**src/rtl/cam_pkg.sv**
```systemverilog
// Shared types and defaults for the DVP camera capture controller.
//   cam_state_e : capture sequencer states
//   cam_word_t  : packed 32-bit output word, first byte in [7:0]
package cam_pkg;

  localparam int unsigned CAM_W_BYTES = 12;
  localparam int unsigned CAM_W_LINES = 11;

  typedef enum logic [1:0] {
    IDLE,
    WAIT_VS,
    IN_VS,
    FRAME
  } cam_state_e;

  typedef logic [31:0] cam_word_t;

endpackage

```
**src/rtl/cam_byte_packer.sv**
```systemverilog
// Packs a byte stream into 32-bit words, first byte in the low lane.
//   i_clk/i_rst   : clock, synchronous active-high reset
//   i_clear       : discard any partial word
//   i_push/i_byte : one byte per asserted cycle
//   i_flush       : emit a partial word zero-padded in the upper bytes
//   i_eof         : tag the word emitted this cycle as end of frame
//   i_arm_sof     : tag the next emitted word as start of frame
//   o_word_valid  : a word completes this cycle (combinational)
//   o_word/o_sof/o_eof : word and its tags, valid with o_word_valid
module cam_byte_packer
  import cam_pkg::*;
(
  input  logic       i_clk,
  input  logic       i_rst,
  input  logic       i_clear,
  input  logic       i_push,
  input  logic [7:0] i_byte,
  input  logic       i_flush,
  input  logic       i_eof,
  input  logic       i_arm_sof,
  output logic       o_word_valid,
  output cam_word_t  o_word,
  output logic       o_sof,
  output logic       o_eof
);

  logic [1:0]  r_idx;
  logic [23:0] r_buf;
  logic        r_sof_pend;
  logic        w_full;
  logic        w_part;

  // The 4th byte bypasses the buffer so the word is registered downstream
  // in the same cycle it completes.
  assign w_full       = i_push & (r_idx == 2'd3);
  assign w_part       = i_flush & ~i_push & (r_idx != 2'd0);
  assign o_word_valid = w_full | w_part;
  assign o_sof        = o_word_valid & r_sof_pend;
  assign o_eof        = o_word_valid & i_eof;

  always_comb begin
    o_word = '0;
    if (w_full) begin
      o_word = {i_byte, r_buf};
    end else begin
      case (r_idx)
        2'd1:    o_word = {24'd0, r_buf[7:0]};
        2'd2:    o_word = {16'd0, r_buf[15:0]};
        2'd3:    o_word = {8'd0, r_buf[23:0]};
        default: o_word = '0;
      endcase
    end
  end

  always_ff @(posedge i_clk) begin
    if (i_rst || i_clear) begin
      r_idx <= '0;
      r_buf <= '0;
    end else if (i_push) begin
      case (r_idx)
        2'd0:    r_buf[7:0]   <= i_byte;
        2'd1:    r_buf[15:8]  <= i_byte;
        2'd2:    r_buf[23:16] <= i_byte;
        default: ;
      endcase
      r_idx <= r_idx + 2'd1;
    end else if (i_flush) begin
      r_idx <= '0;
    end
  end

  always_ff @(posedge i_clk) begin
    if (i_rst) begin
      r_sof_pend <= 1'b0;
    end else if (i_arm_sof) begin
      r_sof_pend <= 1'b1;
    end else if (o_word_valid) begin
      r_sof_pend <= 1'b0;
    end
  end

endmodule

```
**src/rtl/cam_capture_ctrl.sv**
```systemverilog
// DVP camera frame capture sequencer on the cam_pclk domain.
// Arms N frames (0 = continuous), aligns to vsync, counts lines/bytes,
// packs bytes into 32-bit words and streams them out on valid/ready.
//   cfg_*              : start/stop pulses, frame count, line width, height
//   cam_vsync/href/data: camera pins, registered once on entry
//   out_*              : single-entry word register with sof/eof tags
//   busy/frame_done/frame_cnt : status
//   err_overflow/err_size     : sticky faults, cleared by err_clear
module cam_capture_ctrl
  import cam_pkg::*;
#(
  parameter int unsigned W_BYTES = CAM_W_BYTES,
  parameter int unsigned W_LINES = CAM_W_LINES
) (
  input  logic               cam_pclk,
  input  logic               cam_rst,
  input  logic               cfg_start,
  input  logic               cfg_stop,
  input  logic [7:0]         cfg_frames,
  input  logic [W_BYTES-1:0] cfg_width_bytes,
  input  logic [W_LINES-1:0] cfg_height,
  input  logic               cam_vsync,
  input  logic               cam_href,
  input  logic [7:0]         cam_data,
  output logic [31:0]        out_data,
  output logic               out_valid,
  input  logic               out_ready,
  output logic               out_sof,
  output logic               out_eof,
  output logic               busy,
  output logic               frame_done,
  output logic [7:0]         frame_cnt,
  output logic               err_overflow,
  output logic               err_size,
  input  logic               err_clear
);

  cam_state_e         r_state, w_state_nx;
  logic               r_vs, r_vs_d, r_hr, r_hr_d;
  logic [7:0]         r_d;
  logic               r_stop_pend;
  logic [7:0]         r_frames_left;
  logic [7:0]         r_frame_cnt;
  logic               r_frame_done;
  logic [W_LINES-1:0] r_line_cnt;
  logic [W_BYTES-1:0] r_byte_cnt, w_bcnt_nx;
  cam_word_t          r_out_data;
  logic               r_out_valid, r_out_sof, r_out_eof;
  logic               r_err_ovf, r_err_size;

  logic      w_vs_rise, w_vs_fall, w_hr_fall, w_last_line, w_eof_tag;
  logic      w_start, w_arm, w_push, w_flush, w_line_end, w_done, w_abort, w_size_bad;
  logic      w_pk_valid, w_pk_sof, w_pk_eof, w_drop;
  cam_word_t w_pk_word;

  assign w_vs_rise   = r_vs & ~r_vs_d;
  assign w_vs_fall   = ~r_vs & r_vs_d;
  assign w_hr_fall   = ~r_hr & r_hr_d;
  assign w_last_line = (r_line_cnt == (cfg_height - W_LINES'(1)));
  assign w_bcnt_nx   = (r_byte_cnt == '1) ? r_byte_cnt : r_byte_cnt + W_BYTES'(1);
  // A full word is emitted before the href fall is visible, so eof on a
  // word-aligned last line is predicted from the byte count; a flushed
  // partial word on the last line is tagged directly.
  assign w_eof_tag   = w_last_line & (w_push ? (w_bcnt_nx == cfg_width_bytes) : 1'b1);
  assign w_drop      = w_pk_valid & r_out_valid & ~out_ready;

  always_ff @(posedge cam_pclk) begin
    if (cam_rst) begin
      r_vs   <= 1'b0;
      r_vs_d <= 1'b0;
      r_hr   <= 1'b0;
      r_hr_d <= 1'b0;
      r_d    <= '0;
    end else begin
      r_vs   <= cam_vsync;
      r_vs_d <= r_vs;
      r_hr   <= cam_href;
      r_hr_d <= r_hr;
      r_d    <= cam_data;
    end
  end

  always_ff @(posedge cam_pclk) begin
    if (cam_rst) r_state <= IDLE;
    else         r_state <= w_state_nx;
  end

  always_comb begin
    w_state_nx = r_state;
    w_start    = 1'b0;
    w_arm      = 1'b0;
    w_push     = 1'b0;
    w_flush    = 1'b0;
    w_line_end = 1'b0;
    w_done     = 1'b0;
    w_abort    = 1'b0;
    w_size_bad = 1'b0;
    case (r_state)
      IDLE: begin
        if (cfg_start && !cfg_stop) begin
          w_start    = 1'b1;
          w_state_nx = WAIT_VS;
        end
      end
      WAIT_VS: begin
        if (cfg_stop)       w_state_nx = IDLE;
        else if (w_vs_rise) w_state_nx = IN_VS;
      end
      IN_VS: begin
        if (w_vs_fall) begin
          w_arm      = 1'b1;
          w_state_nx = FRAME;
        end
      end
      FRAME: begin
        w_push = r_hr;
        if (w_hr_fall) begin
          w_flush    = 1'b1;
          w_line_end = 1'b1;
          w_size_bad = (r_byte_cnt != cfg_width_bytes);
          if (w_last_line) begin
            w_done     = 1'b1;
            w_state_nx = (r_stop_pend || cfg_stop || r_frames_left == 8'd1) ? IDLE : WAIT_VS;
          end
        end
        if (w_vs_rise && !w_done) begin
          w_abort    = 1'b1;
          w_size_bad = 1'b1;
          w_push     = 1'b0;
          w_flush    = 1'b0;
          w_state_nx = IN_VS;
        end
      end
      default: w_state_nx = IDLE;
    endcase
  end

  always_ff @(posedge cam_pclk) begin
    if (cam_rst) begin
      r_stop_pend   <= 1'b0;
      r_frames_left <= '0;
      r_frame_cnt   <= '0;
      r_frame_done  <= 1'b0;
      r_line_cnt    <= '0;
      r_byte_cnt    <= '0;
    end else begin
      r_frame_done <= w_done;
      if (w_start) begin
        r_frames_left <= cfg_frames;
        r_frame_cnt   <= '0;
      end else if (w_done) begin
        r_frame_cnt <= r_frame_cnt + 8'd1;
        if (r_frames_left != 8'd0) r_frames_left <= r_frames_left - 8'd1;
      end
      if (w_arm || w_line_end) r_byte_cnt <= '0;
      else if (w_push)         r_byte_cnt <= w_bcnt_nx;
      if (w_arm)               r_line_cnt <= '0;
      else if (w_line_end)     r_line_cnt <= r_line_cnt + W_LINES'(1);
      if (w_state_nx == IDLE) r_stop_pend <= 1'b0;
      else if (cfg_stop && (r_state == IN_VS || r_state == FRAME)) r_stop_pend <= 1'b1;
    end
  end

  cam_byte_packer u_packer (
    .i_clk        (cam_pclk),
    .i_rst        (cam_rst),
    .i_clear      (w_arm | w_abort),
    .i_push       (w_push),
    .i_byte       (r_d),
    .i_flush      (w_flush),
    .i_eof        (w_eof_tag),
    .i_arm_sof    (w_arm),
    .o_word_valid (w_pk_valid),
    .o_word       (w_pk_word),
    .o_sof        (w_pk_sof),
    .o_eof        (w_pk_eof)
  );

  // A held word keeps its data and tags; a word completing behind it is lost.
  always_ff @(posedge cam_pclk) begin
    if (cam_rst) begin
      r_out_data  <= '0;
      r_out_valid <= 1'b0;
      r_out_sof   <= 1'b0;
      r_out_eof   <= 1'b0;
    end else if (w_pk_valid && !w_drop) begin
      r_out_data  <= w_pk_word;
      r_out_valid <= 1'b1;
      r_out_sof   <= w_pk_sof;
      r_out_eof   <= w_pk_eof;
    end else if (out_ready) begin
      r_out_valid <= 1'b0;
    end
  end

  always_ff @(posedge cam_pclk) begin
    if (cam_rst) begin
      r_err_ovf  <= 1'b0;
      r_err_size <= 1'b0;
    end else begin
      if (w_drop)          r_err_ovf <= 1'b1;
      else if (err_clear)  r_err_ovf <= 1'b0;
      if (w_size_bad)      r_err_size <= 1'b1;
      else if (err_clear)  r_err_size <= 1'b0;
    end
  end

  assign out_data     = r_out_data;
  assign out_valid    = r_out_valid;
  assign out_sof      = r_out_sof;
  assign out_eof      = r_out_eof;
  assign busy         = (r_state != IDLE);
  assign frame_done   = r_frame_done;
  assign frame_cnt    = r_frame_cnt;
  assign err_overflow = r_err_ovf;
  assign err_size     = r_err_size;

endmodule

```
**config.mk**
```make
export PLATFORM = sky130hd
export DESIGN_NAME = cam_capture_ctrl
export DESIGN_NICKNAME = d
export VERILOG_FILES = /design/src/rtl/cam_pkg.sv /design/src/rtl/cam_byte_packer.sv /design/src/rtl/cam_capture_ctrl.sv
export SDC_FILE = /design/constraint.sdc
export NUM_CORES = 1
export LEC_CHECK = 0
export CAP_MARGIN = 5
export CELL_PAD_IN_SITES_DETAIL_PLACEMENT = 0
export CELL_PAD_IN_SITES_GLOBAL_PLACEMENT = 1
export CORE_ASPECT_RATIO = 1.4
export CORE_MARGIN = 10
export CORE_UTILIZATION = 35
export CTS_CLUSTER_DIAMETER = 100
export DETAILED_ROUTE_END_ITERATION = 16
export PLACE_DENSITY = 0.75
export SKIP_CTS_REPAIR_TIMING = 1
export SLEW_MARGIN = 20
export SYNTH_ARGS = -nofsm -noshare
export SYNTH_HDL_FRONTEND = slang
export SYNTH_SLANG_ARGS = --single-unit
```
**constraint.sdc**
```tcl
create_clock -name cam_pclk -period 3 [get_ports cam_pclk]
set_input_delay 0.6 -clock cam_pclk [delete_from_list [all_inputs] [get_ports cam_pclk]]
set_output_delay 0.6 -clock cam_pclk [all_outputs]
set_load 0.05 [all_outputs]
```
* Word-level counts from Yosys, hierarchy flattened
Cells that the tools add are included.
** Storage, ports and cells
- Input port bits :: 47
- Output and inout port bits :: 47
- Register bits :: 119
- Word-level logic and storage cells :: 135
** Operators by class
- Bitwise operators :: 18
- Reduce and logical (&&, ||, !) cells :: 33
- Add/subtract/negate cells :: 6
- Muxes and demuxes :: 44
- Equality and inequality tests :: 11
** Operators with widths (count)
- $pmux 24 s3 :: 1
- $mux 32 :: 1
- $mux 1 :: 28
- $mux 8 :: 3
- $mux 2 :: 9
- $reduce_bool 2->1 :: 9
- $add 12x1->12 const B :: 1
- $eq 12x12->1 :: 1
- $eq 12x12->1 const B :: 1
- $mux 12 :: 1
- $ne 12x12->1 :: 1
- $add 11x1->11 const B :: 1
- $and 1x1->1 :: 11
- $eq 11x11->1 :: 1
- $sub 11x1->11 const B :: 1
- $add 8x1->8 const B :: 1
- $eq 2x2->1 const B :: 4
- $eq 8x1->1 const B :: 1
- $pmux 2 s4 :: 1
- $reduce_and 2->1 :: 4
- $reduce_bool 8->1 :: 1
- $reduce_or 2->1 :: 4
- $sub 8x1->8 const B :: 1
- $logic_not 2->1 :: 3
- 7 further kinds :: 22

* Longest topological paths before layout
Gate-level depths: netlist (run 1).
- Depth after elaboration :: 18
- Depth in mapped cells :: 12

* Hierarchy
From an unflattened synthesis (run 1), not the netlist that was laid out.
** Unflattened totals
- Cells, all modules :: 762
- Area, all modules :: 6232.2 um^2
** Modules (own cells, without submodules)
- cam_capture_ctrl :: area each 4713.3 um^2, cells each 588, times used 1
- cam_byte_packer :: area each 1519.0 um^2, cells each 174, times used 1

* Worst setup path after synthesis (run 1)
No wires, ideal clock.
- Kind :: input -> register
- From :: input port cfg_height[0]
- To :: register r_frame_cnt[7] (netlist: frame_cnt[7])
- Slack :: -0.123 ns
- Arrival :: 3.052 ns
- Stages :: 10
- Library setup time :: 0.071 ns
- Required time :: 2.929 ns
- Path buffers :: 0
- Cell sequence :: inv_1 -> ha_1 -> or4b_4 -> nor3_1 -> xnor2_1 -> nand3_1 -> nor4_4 -> nand4_1 -> or4_1 -> a21oi_1
** Between the ends
- Cells in the longest elaborated chain, start to end :: 6
** Ends and longest elaborated chain
- start, declared :: RTL line cam_capture_ctrl.sv:21 : input logic [W_LINES-1:0] cfg_height,
- $sub 11x1->11 :: RTL line cam_capture_ctrl.sv:59 : assign w_last_line = (r_line_cnt == (cfg_height - W_LINES'(1)));
- $eq 11x11->1 :: RTL line cam_capture_ctrl.sv:59
- $mux 1 :: RTL line cam_capture_ctrl.sv:121 : if (w_last_line) begin
- $mux 1 :: RTL line cam_capture_ctrl.sv:117 : if (w_hr_fall) begin
- $mux 1 (2 in series) :: RTL line cam_capture_ctrl.sv:98 : case (r_state)
- end signal, assigned :: RTL line cam_capture_ctrl.sv:152 : r_frame_cnt <= r_frame_cnt + 8'd1;
- end, declared :: RTL line cam_capture_ctrl.sv:43 : logic [7:0] r_frame_cnt;
Every way passes these cells. The select of a mux whose other input is x is not followed.
A chain may end at the register's enable or synchronous reset.

* Worst setup path in the final report (run 1)
- From :: input port cfg_height[1]
- To :: register r_frames_left[7]
** Between the ends
- Cells in the longest elaborated chain, start to end :: 8
** Ends and longest elaborated chain
- $sub 11x1->11 :: RTL line cam_capture_ctrl.sv:59
- $eq 11x11->1 :: RTL line cam_capture_ctrl.sv:59
- $mux 1 :: RTL line cam_capture_ctrl.sv:121
- $mux 1 :: RTL line cam_capture_ctrl.sv:117
- $mux 1 (2 in series) :: RTL line cam_capture_ctrl.sv:98
- $reduce_bool 2->1 (no source line)
- $reduce_and 2->1 (no source line)
- end signal, assigned :: RTL line cam_capture_ctrl.sv:149 : r_frames_left <= cfg_frames;
- end signal, assigned :: RTL line cam_capture_ctrl.sv:153 : if (r_frames_left != 8'd0) r_frames_left <= r_frames_left - 8'd1;
- end, declared :: RTL line cam_capture_ctrl.sv:42 : logic [7:0] r_frames_left;
Every way passes these cells. The select of a mux whose other input is x is not followed.

==> results of run 1 <==
## worst max-delay path: stages
cell and delay, ns:
buf_2 0.15, inv_12 0.06, ha_4 0.12, or4b_4 0.50, nor3_4 0.18, xnor2_2 0.15
nand3_2 0.17, nor4_4 0.32, buf_12 0.16, nand4_1 0.13, or3_1 0.43, a311oi_2 0.27
## layer usage
metal | up-vias | global-route usage | wire, microns
li1 | 2628 | - | -
met3 | 21 | 0.0409 | 776
met4 | 0 | 0.0638 | 359
met2 | 129 | 0.249 | 8220
met1 | 2472 | 0.158 | 6700
met5 | - | 0 | 0
## cell families after synthesis
family	Yosys count	synth area share
AOI/OAI and AO/OA	139	0.150
xor gates and xnor gates	52	0.0799
adders and majority gates	11	0.0241
buffers and inverters	52	0.0353
DFF	119	0.418
muxes	6	0.0108
and+or+nand+nor	308	0.282
## cell usage after synthesis (all sizes together) (11+ instances only)
cell	number	area, sq um
ha	11	138
nand3	63	315
xnor2	26	228
clkbuf	32	120
nor3	15	80.1
nand2	68	255
nor2	50	190
inv	13	48.8
nand4	13	81.3
a21oi	55	275
nand2b	25	156
o21ai	31	155
nor2b	20	125
xor2	26	228
dfxtp	119	2380
## cell type report
class,count,area (sq um),share of cell area
timing repair buffer,125,1210,0.158
tap,199,249,0.0324
sequential,119,2380,0.310
clock buffer,19,453,0.0590
inverter,13,66.3,0.00864
clock inverter,13,98.8,0.0129
multi-input combinational,516,3210,0.418
## cells in the final DEF, fill, tap and decap left out, drive strengths merged, types with 3 or more instances in the layout
cell           count
nand4             13
nand2b            25
nand2             68
xor2              26
or2                5
o22ai              3
buf               34
o211ai             3
nand3b             3
clkinv             6
a31oi              6
nand3             63
a22o               8
nor2              50
xnor2             26
ha                11
a21oi             55
dfxtp            119
or3                9
dlymetal6s2s       7
inv               15
and3               9
o21ai             31
a211oi             6
nor2b             20
nor3              15
nor4               9
nor3b              4
clkdlybuf4s50     83
o31ai              5
clkinvlp           5
or4                4
clkbuf            20
and2               3
mux2i              5
a311oi             4
## registers in the layout (all words and copies together) (netlist names)
name and flops:
r_vs_d 1, err_overflow 1, out_data 32, r_stop_pend 1, r_state 2, out_sof 1
frame_cnt 8, out_eof 1, out_valid 1, r_byte_cnt 12, u_packer.r_sof_pend 1, err_size 1
r_frames_left 8, r_hr 1, u_packer.r_idx 2, frame_done 1, u_packer.r_buf 24, r_line_cnt 11
r_vs 1, r_hr_d 1, r_d 8
## metrics by stage
stage | utilization | hold slack [ns]
floorplan | - | 0.432
global placement | 0.436 | 0.445
detailed placement | 0.436 | 0.447
CTS | 0.471 | 0.456
global route | 0.477 | 0.474
finish | 0.477 | 0.455
## power breakdown
group          internal [W]  leakage, nW  total, W  switching (W)
combinational      0.000122         1.50  0.000243       0.000121
sequential          0.00160        0.963   0.00162      0.0000216
clock               0.00110        0.259   0.00187       0.000763
## how the worst min path moves through the flow
stage	start	endpoint	slack, ns	depth (start not counted)
after detailed placement	u_packer.r_buf[1]$_SDFFE_PP0P_	u_packer.r_buf[1]$_SDFFE_PP0P_	0.45	2
final	u_packer.r_buf[3]$_SDFFE_PP0P_	u_packer.r_buf[3]$_SDFFE_PP0P_	0.45	2
after global placement	u_packer.r_buf[1]$_SDFFE_PP0P_	u_packer.r_buf[1]$_SDFFE_PP0P_	0.44	2
after CTS	u_packer.r_buf[1]$_SDFFE_PP0P_	u_packer.r_buf[1]$_SDFFE_PP0P_	0.46	2
after global routing	u_packer.r_buf[3]$_SDFFE_PP0P_	u_packer.r_buf[3]$_SDFFE_PP0P_	0.47	2
after floorplan	u_packer.r_sof_pend$_SDFFE_PP0P_	out_sof$_SDFFE_PP0P_	0.43	2
==> impl_metrics.ini, run 1 <==
[global_route]
antenna_found_initial = 0
globalRouteOverflowTotal = 0
grt_pass1_vias = 5279
grt_max_degree = 50
track_usage = 0.143
grt_pass1_wl_mm = 25.9

[placement]
place_inst = 970
place.gp.congestion = 0.848
placed_area_sq_um = 7030
port_buffers = 93
dp_slack_ns = -0.822
hpwl_mm = 12.0

[clock_network]
cts_made_buffers = 17
root_buffer = clkbuf_16
htreeDepth = 4
clk_latency_ns = 0.41
cts.clk_slew.worst_paths_ns = 0.06
clkSinkCount = 119
clockBufferDepth = 2
cts_tree = yes

[setup_path]
r2r_start = r_byte_cnt[0]$_SDFFE_PP0P_
critPathCaptureType = register
cp.arrival_ns = 3.25
crit_path_start_kind = primary input
cp_max_fo = 8
crit_start = cfg_height[1]
cp-endpoint = r_frames_left[7]$_SDFFE_PP0P_
path_class = primary input to register
rrSetupSlack_ns = 0.37
r2r_end = out_eof$_SDFFE_PP0P_
rr_worst_depth = 9
required_ns = 3.32

[logic_synthesis]
ys.flop_type = dfxtp_1
netlist_instances = 687
synth_nets = 745
synth.ff_latch_count = 119
synth-edff-count = 0
syn_area_sq_um = 5700
yosysWarningCount = 0
synth_cell_types = 60
async_flop_share = 0
yosysSeqAreaShare = 0.418
avgSynthCellArea_sq_um = 8.30

[die]
dieWidth_microns = 128
start_util = 0.354
die_height_microns = 171
rows = 55
io_pins = 94
core_sq_um = 16100
die_area_sq_um = 21900

[drt]
antenna_left = 0
drtIter0Drc = 270
routed_via_density = 5.23
drc = 0
avgRoutedWirePerCell_microns = 16.0
drt-pass1-iter-count = 4
drt_wl_total_mm = 16.1
vias = 5250

[min_path]
hp-class = register to register

[timing]
finalCritPeriodShare = 0.978
hold_viol_final = 0
period_minus_slack_ns = 2.93
slew_violations = 0
setup_viol = 0
max_slew.worst_pin.slew_ns = 0.785
max_slew_margin = 0.469
fin_ws_ns = 0.0670
tns_ns = 0
fin_skew_ns = 0.0151
fmax_mhz = 341

[outcome]
status = completed

[finish]
nNetsFinal = 850
diodes = 0
final_cells = 1004
post_route_cells_drive_above_1_share = 0.116
n_fill_cell = 1580
fin_area_sq_um = 7670
areaGrowthSynthToFinish_pct = 34.6

[flow_run]
max_cap_violations = 0

[power]
p_per_area_nw_per_um2 = 486
power_w = 0.00373
p_leak_nw = 2.72
ir_drop_v = 0.000292
Note: power is estimated with default switching activity, not from simulation.
==> run 2: changes to the inputs <==
--- a/config.mk
+++ b/config.mk
@@ -9,11 +9,12 @@
 export CELL_PAD_IN_SITES_DETAIL_PLACEMENT = 0
 export CELL_PAD_IN_SITES_GLOBAL_PLACEMENT = 1
 export CORE_ASPECT_RATIO = 1.4
-export CORE_MARGIN = 10
+export CORE_MARGIN = 4
 export CORE_UTILIZATION = 35
 export CTS_CLUSTER_DIAMETER = 100
 export DETAILED_ROUTE_END_ITERATION = 16
-export PLACE_DENSITY = 0.75
+export DONT_BUFFER_PORTS = 1
+export PLACE_DENSITY = 0.64
 export SKIP_CTS_REPAIR_TIMING = 1
 export SLEW_MARGIN = 20
 export SYNTH_ARGS = -nofsm -noshare
==> impl_metrics.ini, run 2 (same netlist as run 1, synthesis figures left out) <==
[placement]
port_buffers = 0
dp_slack_ns = -0.108
hpwl_mm = 11.5
place_inst = 864
placed_area_sq_um = 6000
place.gp.congestion = 0.827

[clock_network]
cts_made_buffers = 17
clkSinkCount = 119
cts.clk_slew.worst_paths_ns = 0.06
htreeDepth = 4
root_buffer = clkbuf_16
clk_latency_ns = 0.42
clockBufferDepth = 2
cts_tree = yes

[drt]
dr_wl_met3_microns = 748
routed_via_density = 5.33
drc = 0
avgRoutedWirePerCell_microns = 17.2
drt-pass1-iter-count = 4
vias = 4788
wl_met1_mm = 5.96
dr_wl_met2_mm = 8.61
drtIter0Drc = 319
drt_wl_total_mm = 15.5
highest_layer = met4
antenna_left = 0

[power]
swShare = 0.219
cell_internal_pwr_w = 0.00299
p_per_area_nw_per_um2 = 580
comb_power_share = 0.036
ir_drop_v = 0.000372
p_leak_nw = 2.26
power_frac_seq = 0.423
netSwitchingPower_w = 0.000839
power.share.clock = 0.542

[global_route]
grt_pass1_wl_mm = 25.1
track_usage = 0.173
globalRouteOverflowTotal = 0
antenna_found_initial = 2
grt_max_degree = 62
grt_pass1_vias = 4958

[die]
die_area_sq_um = 18400
start_util = 0.361
rows = 54
die_height_microns = 159
core_sq_um = 15800
io_pins = 94
dieWidth_microns = 116

[setup_path]
required_ns = 3.26
cp.arrival_ns = 2.92
cp_max_fo = 6
slowest_delay_ns = 0.43
critPathCaptureType = register
slowest_stage = dfxtp_1
crit_buf_inv = 1
crit_path_start_kind = register
path_cells = ha_1 > and3_1 > buf_4 > and3_1 > xor2_1 > nor4_1 > o31a_1 > a31oi_1 > o32ai_1
cp_top_family = compound AO/OA/AOI/OAI gates
path_class = register to register
crit_top_cell = and3_1

[finish]
final_cells = 898
areaGrowthSynthToFinish_pct = 16.0
layout_common_cells = dfxtp_1 (119), nand2_1 (68), nand3_1 (62), a21oi_1 (55), nor2_1 (49)
largest_reg_flops = 32
multiInputGateArea_sq_um = 3140
layout_commonest_cell = dfxtp_1
post_route_cells_drive_above_1_share = 0.100
fin_area_sq_um = 6610
n_fill_cell = 1622
ff_latch_area_sq_um = 2380
nNetsFinal = 745

[timing]
period_minus_slack_ns = 2.65
fin_ws_ns = 0.345
fmax_mhz = 377
setup_viol = 0
slew_violations = 0
finalCritPeriodShare = 0.885
hold_ws_ns = 0.246
fin_skew_ns = 0.0233
max_slew_margin = 0.465
hold_viol_final = 0
rsz0062_at_grt = false
max_slew.worst_pin.slew_ns = 0.791

[outcome]
status = completed

[flow_run]
max_cap_violations = 0

[min_path]
hp-class = primary input to register
==> run 2: power by group through the flow <==
stage | registers [W] | clock network, W | logic (W)
floorplan | 0.00164 | 0 | 0.000120
global placement | 0.00165 | 0 | 0.000134
detailed placement | 0.00165 | 0 | 0.000138
CTS | 0.00162 | 0.00212 | 0.000139
global route | 0.00162 | 0.00221 | 0.000152
finish | 0.00162 | 0.00208 | 0.000137
==> run 2: final timing paths <==
| check | start | to | slack [ns] | cells past startpoint |
|---|---|---|---|---|
| min reg2reg | u_packer.r_sof_pend$_SDFFE_PP0P_ | out_sof$_SDFFE_PP0P_ | 0.45 | 2 |
| max reg2reg | r_byte_cnt[0]$_SDFFE_PP0P_ | out_eof$_SDFFE_PP0P_ | 0.35 | 9 |
| min | cam_rst | out_data[20]$_SDFFE_PP0P_ | 0.25 | 1 |
| max | r_byte_cnt[0]$_SDFFE_PP0P_ | out_eof$_SDFFE_PP0P_ | 0.35 | 9 |
==> run 2: per-stage QoR <==
| stage | TNS [ns] | total power (W) | utilization |
|---|---|---|---|
| 3_3_place_gp | -0.312 | 0.00179 | 0.379 |
| 6_report | 0 | 0.00383 | 0.418 |
| 4_1_cts | 0 | 0.00388 | 0.418 |
| 5_1_grt | 0 | 0.00398 | 0.418 |
| 2_1_floorplan | -0.0340 | 0.00176 | - |
| 3_5_place_dp | -0.782 | 0.00179 | 0.379 |
==> run 2: worst register-to-register path, cell delays in order, from the launching register on <==
cell	delay (ns)
dfxtp_1	0.43
ha_1	0.32
and3_1	0.31
buf_4	0.16
and3_1	0.20
xor2_1	0.20
nor4_1	0.07
o31a_1	0.31
a31oi_1	0.33
o32ai_1	0.15
==> run 2: final cells by class <==
class	count	area share
antenna	2	0.000757
clock buffer	22	0.0748
clock inverter	10	0.0174
inverter	13	0.0100
multi-input combinational	516	0.475
sequential	119	0.360
tap	196	0.0371
timing repair buffer	20	0.0246
==> run 2: routing by layer <==
metal | vias up | GRT usage
met3 | 12 | 0.0494
met5 | - | 0
met1 | 2261 | 0.179
met4 | 0 | 0.0644
li1 | 2433 | -
met2 | 82 | 0.320
==> run 3: changes to the inputs <==
--- a/config.mk
+++ b/config.mk
@@ -8,7 +8,7 @@
 export CAP_MARGIN = 5
 export CELL_PAD_IN_SITES_DETAIL_PLACEMENT = 0
 export CELL_PAD_IN_SITES_GLOBAL_PLACEMENT = 1
-export CORE_ASPECT_RATIO = 1.4
+export CORE_ASPECT_RATIO = 1.25
 export CORE_MARGIN = 4
 export CORE_UTILIZATION = 35
 export CTS_CLUSTER_DIAMETER = 100
==> impl_metrics.ini, run 3 (same netlist as run 1, synthesis figures left out) <==
[finish]
diodes = 0
final_cells = 910
n_fill_cell = 1599
multiInputGateArea_sq_um = 3140
layout_common_cells = dfxtp_1 (119), nand2_1 (68), nand3_1 (62), a21oi_1 (55), nor2_1 (49)
post_route_cells_drive_above_1_share = 0.0960
largest_reg_flops = 32
ff_latch_area_sq_um = 2380
layout_commonest_cell = dfxtp_1
nNetsFinal = 743
areaGrowthSynthToFinish_pct = 16.9
fin_area_sq_um = 6660

[drt]
drc = 0
antenna_left = 0
drt-pass1-iter-count = 4
drt_wl_total_mm = 14.7
vias = 4770
avgRoutedWirePerCell_microns = 16.1
wl_met1_mm = 6.21
dr_wl_met2_mm = 7.45
drtIter0Drc = 232
routed_via_density = 5.24
highest_layer = met4
dr_wl_met3_microns = 752

[clock_network]
clockBufferDepth = 2
cts_made_buffers = 17
cts.clk_slew.worst_paths_ns = 0.06
root_buffer = clkbuf_16
htreeDepth = 4
clkSinkCount = 119
cts_tree = yes
clk_latency_ns = 0.41

[global_route]
antenna_found_initial = 0
track_usage = 0.164
grt_pass1_wl_mm = 24.1
globalRouteOverflowTotal = 0
grt_max_degree = 62
grt_pass1_vias = 4846

[outcome]
status = completed

[setup_path]
r2r_end = out_eof$_SDFFE_PP0P_
cp.arrival_ns = 3.13
rrSetupSlack_ns = 0.40
slowest_stage = or4_1
required_ns = 3.34
path_class = primary input to register
r2r_start = r_byte_cnt[1]$_SDFFE_PP0P_
path_cells = inv_12 > ha_4 > or4b_4 > nor3_2 > xnor2_1 > nand3_2 > nor4_4 > buf_12 > nand4_1 > or4_1 > a21oi_1
cp_max_fo = 9
rr_worst_depth = 9
crit_path_start_kind = primary input
critPathCaptureType = register
slowest_delay_ns = 0.54

[die]
start_util = 0.362
rows = 51
io_pins = 94
dieWidth_microns = 122
core_sq_um = 15800
die_area_sq_um = 18400
die_height_microns = 151

[flow_run]
max_cap_violations = 0

[timing]
max_slew.worst_pin.slew_ns = 0.732
rsz0062_at_grt = false
slew_violations = 0
fin_ws_ns = 0.214
fin_skew_ns = 0.00613
max_slew_margin = 0.505
fmax_mhz = 359
setup_viol = 0
period_minus_slack_ns = 2.79
hold_viol_final = 0
tns_ns = 0
finalCritPeriodShare = 0.929

[placement]
dp_slack_ns = -0.185
place_inst = 878
hpwl_mm = 10.8
port_buffers = 0
place.gp.congestion = 0.835
placed_area_sq_um = 6040

[min_path]
hold_path_end = err_size$_SDFFE_PP0P_
min-delay-start = cam_rst
hold_depth = 1
hp-class = primary input to register

[power]
ir_drop_v = 0.000347
p_per_area_nw_per_um2 = 587
p_leak_nw = 2.26
## run 3: cell types whose count changed in the layout (fill, tap and decap cells not counted), sizes merged
cell    change
inv         +2
buf         -2
diode       -2
bufinv      +2
clkbuf      -4
## run 3: power by group
part	total (W)	switching [W]	leakage [nW]	internal [W]
combinational	0.000133	0.0000722	1.00	0.0000612
clock	0.00216	0.000765	0.298	0.00140
sequential	0.00162	0.0000218	0.963	0.00160
total	0.00391	0.000859	2.26	0.00306
## run 3: routing by layer
| metal | vias to the layer above | GRT usage |
|---|---|---|
| met1 | 2220 | 0.193 |
| li1 | 2433 | - |
| met5 | - | 0 |
| met2 | 99 | 0.286 |
| met3 | 18 | 0.0507 |
| met4 | 0 | 0.0504 |
## run 3: per-stage QoR
| step | hold slack (ns) | util | total power, W |
|---|---|---|---|
| CTS | 0.246 | 0.423 | 0.00396 |
| floorplan | 0.432 | - | 0.00176 |
| global route | 0.245 | 0.423 | 0.00405 |
| detailed placement | 0.447 | 0.383 | 0.00179 |
| global placement | 0.444 | 0.383 | 0.00179 |
| finish | 0.268 | 0.423 | 0.00391 |
## run 3: worst max-delay path, delay by kind of cell
family | cells | cell delay (ns)
AND/OR/NAND/NOR | 6 | 1.92
buffers and inverters | 2 | 0.19
XOR/XNOR | 1 | 0.17
adder cells (fa/ha/maj) | 1 | 0.12
AO/OA/AOI/OAI | 1 | 0.12
## run 3: layout make-up
class | instances | area share
multi-input cells | 516 | 0.471
well taps | 212 | 0.0398
clock buffers | 18 | 0.0644
repair buffers | 18 | 0.0278
clock inverters | 14 | 0.0295
flip-flops and latches | 119 | 0.357
inverters | 13 | 0.00995
## run 3: worst max-delay path by stage
| stage | from | to | slack (ns) | depth (start not counted) |
|---|---|---|---|---|
| 4_1_cts | cfg_height[1] | frame_cnt[6]$_SDFFE_PP0P_ | 0.24 | 11 |
| 3_3_place_gp | cfg_height[1] | frame_cnt[6]$_SDFFE_PP0P_ | -0.13 | 11 |
| 2_1_floorplan | cfg_height[1] | frame_cnt[6]$_SDFFE_PP0P_ | -0.03 | 10 |
| 5_1_grt | r_byte_cnt[0]$_SDFFE_PP0P_ | out_eof$_SDFFE_PP0P_ | 0.07 | 9 |
| 3_5_place_dp | cfg_height[1] | frame_cnt[6]$_SDFFE_PP0P_ | -0.18 | 11 |
| 6_report | cfg_height[1] | frame_cnt[6]$_SDFFE_PP0P_ | 0.21 | 11 |
